File: src/rtl/puf_challenge_sequencer.sv
// Steps one puf_bit instance through N_BITS consecutive challenges and packs the
// per-challenge response bits (LSB first) into resp_word.
module puf_challenge_sequencer #(
  parameter int N_BITS     = 8,
  parameter int CHALL_W    = 8,
  parameter int RST_CYCLES = 2,
  parameter int TIMEOUT    = 1024,
  localparam int IDX_W     = (N_BITS > 1) ? $clog2(N_BITS) : 1
) (
  input  logic               clk,
  input  logic               rst,
  input  logic               start,
  input  logic [CHALL_W-1:0] base_chall,
  input  logic               abort,
  input  logic               resp_ack,
  input  logic               puf_resp,
  input  logic               puf_finish,
  output logic [CHALL_W-1:0] puf_chall,
  output logic               puf_rst,
  output logic               puf_en,
  output logic [N_BITS-1:0]  resp_word,
  output logic               resp_valid,
  output logic               busy,
  output logic               timeout_err,
  output logic [IDX_W-1:0]   bit_idx
);

  localparam int CNT_MAX = (TIMEOUT > RST_CYCLES) ? TIMEOUT : RST_CYCLES;
  localparam int CNT_W   = $clog2(CNT_MAX + 1);

  typedef enum logic [2:0] {
    IDLE,
    CLEAR,
    RUN,
    NEXT,
    DONE
  } state_t;

  state_t             state_q, state_d;
  logic [CHALL_W-1:0] base_q, base_d;
  logic [N_BITS-1:0]  word_q, word_d;
  logic               err_q, err_d;
  logic [IDX_W-1:0]   idx_q, idx_d;
  logic [CNT_W-1:0]   cnt_q, cnt_d;

  always_ff @(posedge clk or negedge rst) begin
    if (!rst) begin
      state_q <= IDLE;
      base_q  <= '0;
      word_q  <= '0;
      err_q   <= 1'b0;
      idx_q   <= '0;
      cnt_q   <= '0;
    end else begin
      state_q <= state_d;
      base_q  <= base_d;
      word_q  <= word_d;
      err_q   <= err_d;
      idx_q   <= idx_d;
      cnt_q   <= cnt_d;
    end
  end

  // One counter serves both the CLEAR hold and the RUN timeout.
  always_comb begin
    state_d = state_q;
    base_d  = base_q;
    word_d  = word_q;
    err_d   = err_q;
    idx_d   = idx_q;
    cnt_d   = cnt_q;
    case (state_q)
      IDLE: begin
        if (start) begin
          base_d  = base_chall;
          word_d  = '0;
          err_d   = 1'b0;
          idx_d   = '0;
          cnt_d   = '0;
          state_d = CLEAR;
        end
      end
      CLEAR: begin
        if (cnt_q == CNT_W'(RST_CYCLES - 1)) begin
          cnt_d   = '0;
          state_d = RUN;
        end else begin
          cnt_d = cnt_q + 1'b1;
        end
      end
      RUN: begin
        cnt_d = cnt_q + 1'b1;
        if (puf_finish) begin
          word_d[idx_q] = puf_resp;
          state_d       = NEXT;
        end else if (cnt_q == CNT_W'(TIMEOUT - 1)) begin
          word_d[idx_q] = 1'b0;
          err_d         = 1'b1;
          state_d       = NEXT;
        end
      end
      NEXT: begin
        cnt_d = '0;
        if (idx_q == IDX_W'(N_BITS - 1)) begin
          state_d = DONE;
        end else begin
          idx_d   = idx_q + 1'b1;
          state_d = CLEAR;
        end
      end
      DONE: begin
        if (resp_ack) state_d = IDLE;
      end
      default: state_d = IDLE;
    endcase
    if (abort && (state_q != IDLE)) state_d = IDLE;
  end

  // Challenge is derived from registered base/index, so it only moves on the
  // edges that enter CLEAR (start or NEXT).
  assign puf_chall   = base_q + CHALL_W'(idx_q);
  assign puf_en      = (state_q == RUN);
  assign puf_rst     = (state_q != RUN);
  assign busy        = (state_q != IDLE);
  assign resp_valid  = (state_q == DONE);
  assign resp_word   = word_q;
  assign timeout_err = err_q;
  assign bit_idx     = idx_q;

endmodule

File: config.mk
export PLATFORM = sky130hd
export DESIGN_NAME = puf_challenge_sequencer
export DESIGN_NICKNAME = d
export VERILOG_FILES = /design/src/rtl/puf_challenge_sequencer.sv
export SDC_FILE = /design/constraint.sdc
export NUM_CORES = 1
export LEC_CHECK = 0
export CORE_UTILIZATION = 55
export CTS_BUF_LIST = sky130_fd_sc_hd__clkbuf_4 sky130_fd_sc_hd__clkbuf_8
export DETAILED_ROUTE_END_ITERATION = 8
export GPL_TIMING_DRIVEN = 0
export MAX_ROUTING_LAYER = met4
export PLACE_DENSITY = 0.92
export RECOVER_POWER = 25
export SYNTH_ARGS = -nofsm -noshare
export SYNTH_HDL_FRONTEND = slang
export SYNTH_SLANG_ARGS = --single-unit
File: constraint.sdc
create_clock -name clk -period 3.57 [get_ports clk]
set_clock_uncertainty 0.15 [all_clocks]
set_input_delay 0.5355 -clock clk [delete_from_list [all_inputs] [get_ports clk]]
set_output_delay 0.5355 -clock clk [all_outputs]
set_load 0.1 [all_outputs]
==> flow_metrics.py <==
metrics = {
    "yosys": {
        "ys.warnings.count": 0,
        "postSynthAreaPerCell_um2": 10.1,
        "syn_area_um2": 1980,
        "synth_nets": 218,
        "yosysTopAreaCell": "dfrtp_1",
        "synth.area.top_cells": "dfrtp_1 (43%), mux2_2 (5.1%), ha_1 (4.4%)",
        "ys_ff_latch": 34,
        "synthArstFlopShare": 1.00,
        "synth_cell_types": 45,
        "ys_seq_area_frac": 0.430,
        "synth-main-ff-cell": "dfrtp_1",
        "synth_top_cell_area_share": 0.430,
        "synth_edf_count": 0,
        "syn_inst": 195,
    },
    "global_route": {
        "grtUsageTotal": 0.257,
        "grt.overflow.total": 0,
        "grt_pass1_vias": 1502,
        "grt_antenna_before_repair": 0,
        "grt_pass1_wl_um": 6820,
        "grt_max_degree": 35,
    },
    "worst_hold_path": {
        "hold_depth": 1,
        "holdCritStartpoint": "resp_word[0]$_DFFE_PN0P_",
        "hold_class": "register to register",
        "min_to": "resp_word[0]$_DFFE_PN0P_",
    },
    "cts": {
        "cts_tree": "done",
        "clkTransAtPathRegs_ps": 90,
        "cts_setup_buffers": 0,
        "root_buffer": "clkbuf_4",
        "clock_sinks": 34,
        "cts_max_level": 2,
        "clock_latency_ps": 340,
        "numCtsBuffers": 5,
        "cts_max_path_buffers": 2,
    },
    "power": {
        "seq_power_share": 0.270,
        "pwr-share-clk": 0.106,
        "p_leak_nw": 1.05,
        "p_int_mw": 0.887,
        "switching_share": 0.556,
        "pwr_density_cell_nw_per_um2": 799,
        "finalPower_mw": 2.00,
        "ir_worst_vdd_v": 0.000467,
        "power.net_switching_mw": 1.11,
        "power_frac_comb": 0.624,
    },
    "final_layout": {
        "fillers": 232,
        "drive_gt1_frac": 0.150,
        "n_antenna_cell": 0,
        "syn_to_final_growth_pct": 26.4,
        "final_net_count": 263,
        "design_area_um2": 2500,
    },
    "worst_setup_path": {
        "r2r_start": "cnt_q[1]$_DFFE_PN0P_",
        "cp_top_family": "buffers and inverters",
        "rr_worst_depth": 6,
        "critical-path-slowest-cell": "dlygate4sd2_1",
        "end_kind": "output pin",
        "path_class": "register to output pin",
        "startpoint_type": "register",
        "reg2reg_to": "cnt_q[6]$_DFFE_PN0P_",
        "cpPeakStageDelay_ps": 880,
        "r2r_slack_ps": 1230,
        "required_ps": 2880,
        "path_cells": "ha_1 > a21o_1 > a21oi_1 > xnor2_2 > dlygate4sd2_1",
        "crit_buf_inv": 1,
        "cp_max_fo": 11,
        "arrival_ps": 2780,
    },
    "route": {
        "route.detailed.drc": 0,
        "num_vias": 1715,
        "ant_nets": 0,
        "first_pass_iters": 4,
        "wirelength_um": 4410,
        "routed_via_density": 6.00,
        "drt_iter0_drc": 99,
        "wl_per_cell_um": 15.4,
    },
    "run": {
        "max-cap-violations": 1,
    },
    "placement": {
        "io_buffers": 38,
        "place.gp.congestion": 0.886,
        "placed_area_um2": 2450,
        "dpl.hpwl_um": 3200,
    },
    "floorplanning": {
        "io_pins": 39,
        "rows": 21,
        "core_um2": 3390,
        "fp.dieH_um": 62.0,
        "die_area_um2": 3840,
        "dieWidth_um": 62.0,
        "start_util": 0.583,
    },
    "sta": {
        "setup_viol": 0,
        "rsz0062_at_grt": "no",
        "drv_slew": 35,
        "period_needed_ps": 3460,
        "finalHoldViolCount": 0,
        "hold_ws_ps": 345,
        "max-slew-margin-rel": -0.221,
        "max_freq_mhz": 289,
        "worst_pin_slew_ps": 1830,
        "finalCritPeriodShare": 0.970,
    },
    "outcome": {
        "status": "complete, but fails checks",
        "violations": "capacitance limit, slew limit",
    },
}
power groups by stage:
stage	Sequential, mW	Clock, mW	Combinational, mW
3_3_place_gp	0.541	0	1.24
3_5_place_dp	0.548	0	1.26
2_1_floorplan	0.589	0	0.970
6_report	0.540	0.212	1.25
4_1_cts	0.540	0.217	1.24
5_1_grt	0.551	0.235	1.33
stage by stage:
stage	setup TNS, ps	setup WS, ps	cells	utilization
CTS	0	6.10	286	0.739
floorplan	-8.08	-8.08	195	-
detailed placement	0	62.3	279	0.724
global placement	0	106	279	0.726
global route	0	3.98	286	0.737
finish	0	105	286	0.737
worst reg2reg max path, delay by kind of cell (launching register included):
family | cells | cell delay, ps
adders and majority gates | 1 | 160
buffers and inverters | 1 | 80
DFF | 1 | 400
and+or+nand+nor | 2 | 680
AOI/OAI and AO/OA | 2 | 750
logic make-up after synthesis:
group | share of synthesized area
xor+xnor | 0.0399
flops | 0.430
simple gates | 0.228
fa+ha+maj | 0.0544
mux | 0.0513
compound gates | 0.166
buf+inv | 0.0304
worst max-delay path by stage:
stage                           start           end  slack (ps)  cells after the start
6_report       bit_idx[1]$_DFFE_PN0P_  puf_chall[3]         110                      5
5_1_grt        bit_idx[1]$_DFFE_PN0P_  puf_chall[3]           4                      5
4_1_cts        bit_idx[1]$_DFFE_PN0P_  puf_chall[5]           6                      6
3_5_place_dp   bit_idx[1]$_DFFE_PN0P_  puf_chall[7]          60                      6
3_3_place_gp   bit_idx[1]$_DFFE_PN0P_  puf_chall[7]         110                      6
2_1_floorplan  bit_idx[1]$_DFFE_PN0P_  puf_chall[7]          -8                      5
layout by cell type, fill, tap and decap left out, types with 2 or more instances in the layout:
cell / Yosys / routed
nor4b_1: 2 / 2
o2bb2ai_1: 7 / 7
o31ai_1: 3 / 3
dfrtp_1: 34 / 34
nand4_1: 10 / 10
clkdlybuf4s50_1: 0 / 31
nor4_1: 5 / 5
nand3b_1: 2 / 2
a21oi_1: 8 / 8
clkbuf_2: 1 / 3
o22ai_1: 2 / 2
a31oi_1: 2 / 2
inv_1: 6 / 6
xnor2_1: 5 / 3
xnor2_2: 0 / 2
nor3b_1: 2 / 2
nor2_1: 13 / 13
or2_2: 2 / 2
clkbuf_4: 0 / 7
o21ai_0: 10 / 10
nor2b_1: 2 / 2
nand3_1: 3 / 3
a22o_1: 2 / 2
nand2_1: 10 / 10
xor2_2: 0 / 4
clkbuf_1: 6 / 7
o211ai_1: 2 / 2
or3_1: 5 / 5
mux2_2: 9 / 9
buf_2: 2 / 2
nand2b_1: 5 / 5
nor3_1: 6 / 6
ha_1: 7 / 7
a21o_1: 4 / 4
layout make-up:
| type | count | area (µm²) | share of cell area |
|---|---|---|---|
| plain buffers | 9 | 37.5 | 0.0150 |
| clock buffers | 7 | 52.6 | 0.0210 |
| inverters | 6 | 22.5 | 0.00901 |
| multi-input cells | 146 | 1110 | 0.445 |
| flip-flops and latches | 34 | 851 | 0.341 |
| well taps | 46 | 57.6 | 0.0230 |
| repair buffers | 38 | 367 | 0.147 |
per-layer routing:
layer / track usage / up-vias / part of all wire
met5: - / - / 0
li1: - / 828 / -
met3: 0.0704 / 2 / 0.051
met4: 0.0825 / 0 / 0.0048
met1: 0.325 / 828 / 0.45
met2: 0.400 / 57 / 0.49
synthesized netlist by cell type, types with 2 or more instances:
cell / count
dfrtp_1: 34
nor2_1: 13
nand2_1: 10
nand4_1: 10
o21ai_0: 10
mux2_2: 9
a21oi_1: 8
ha_1: 7
o2bb2ai_1: 7
clkbuf_1: 6
inv_1: 6
nor3_1: 6
nand2b_1: 5
nor4_1: 5
or3_1: 5
xnor2_1: 5
a21o_1: 4
xor2_1: 4
nand3_1: 3
o31ai_1: 3
a22o_1: 2
a31oi_1: 2
buf_2: 2
nand3b_1: 2
nor2b_1: 2
nor3b_1: 2
nor4b_1: 2
o211ai_1: 2
o22ai_1: 2
or2_2: 2
registers in the layout, indices dropped and copies added (netlist names):
name / flops
cnt_q: 11
state_q: 3
bit_idx: 3
base_q: 8
timeout_err: 1
resp_word: 8
timing repair:
action | in CTS | in global routing
hold buffers | 0 | 0
endpoints found under the setup margin | 5 | 4
gates resized for setup | 7 | 6
Power figures use the tool's default switching activity.
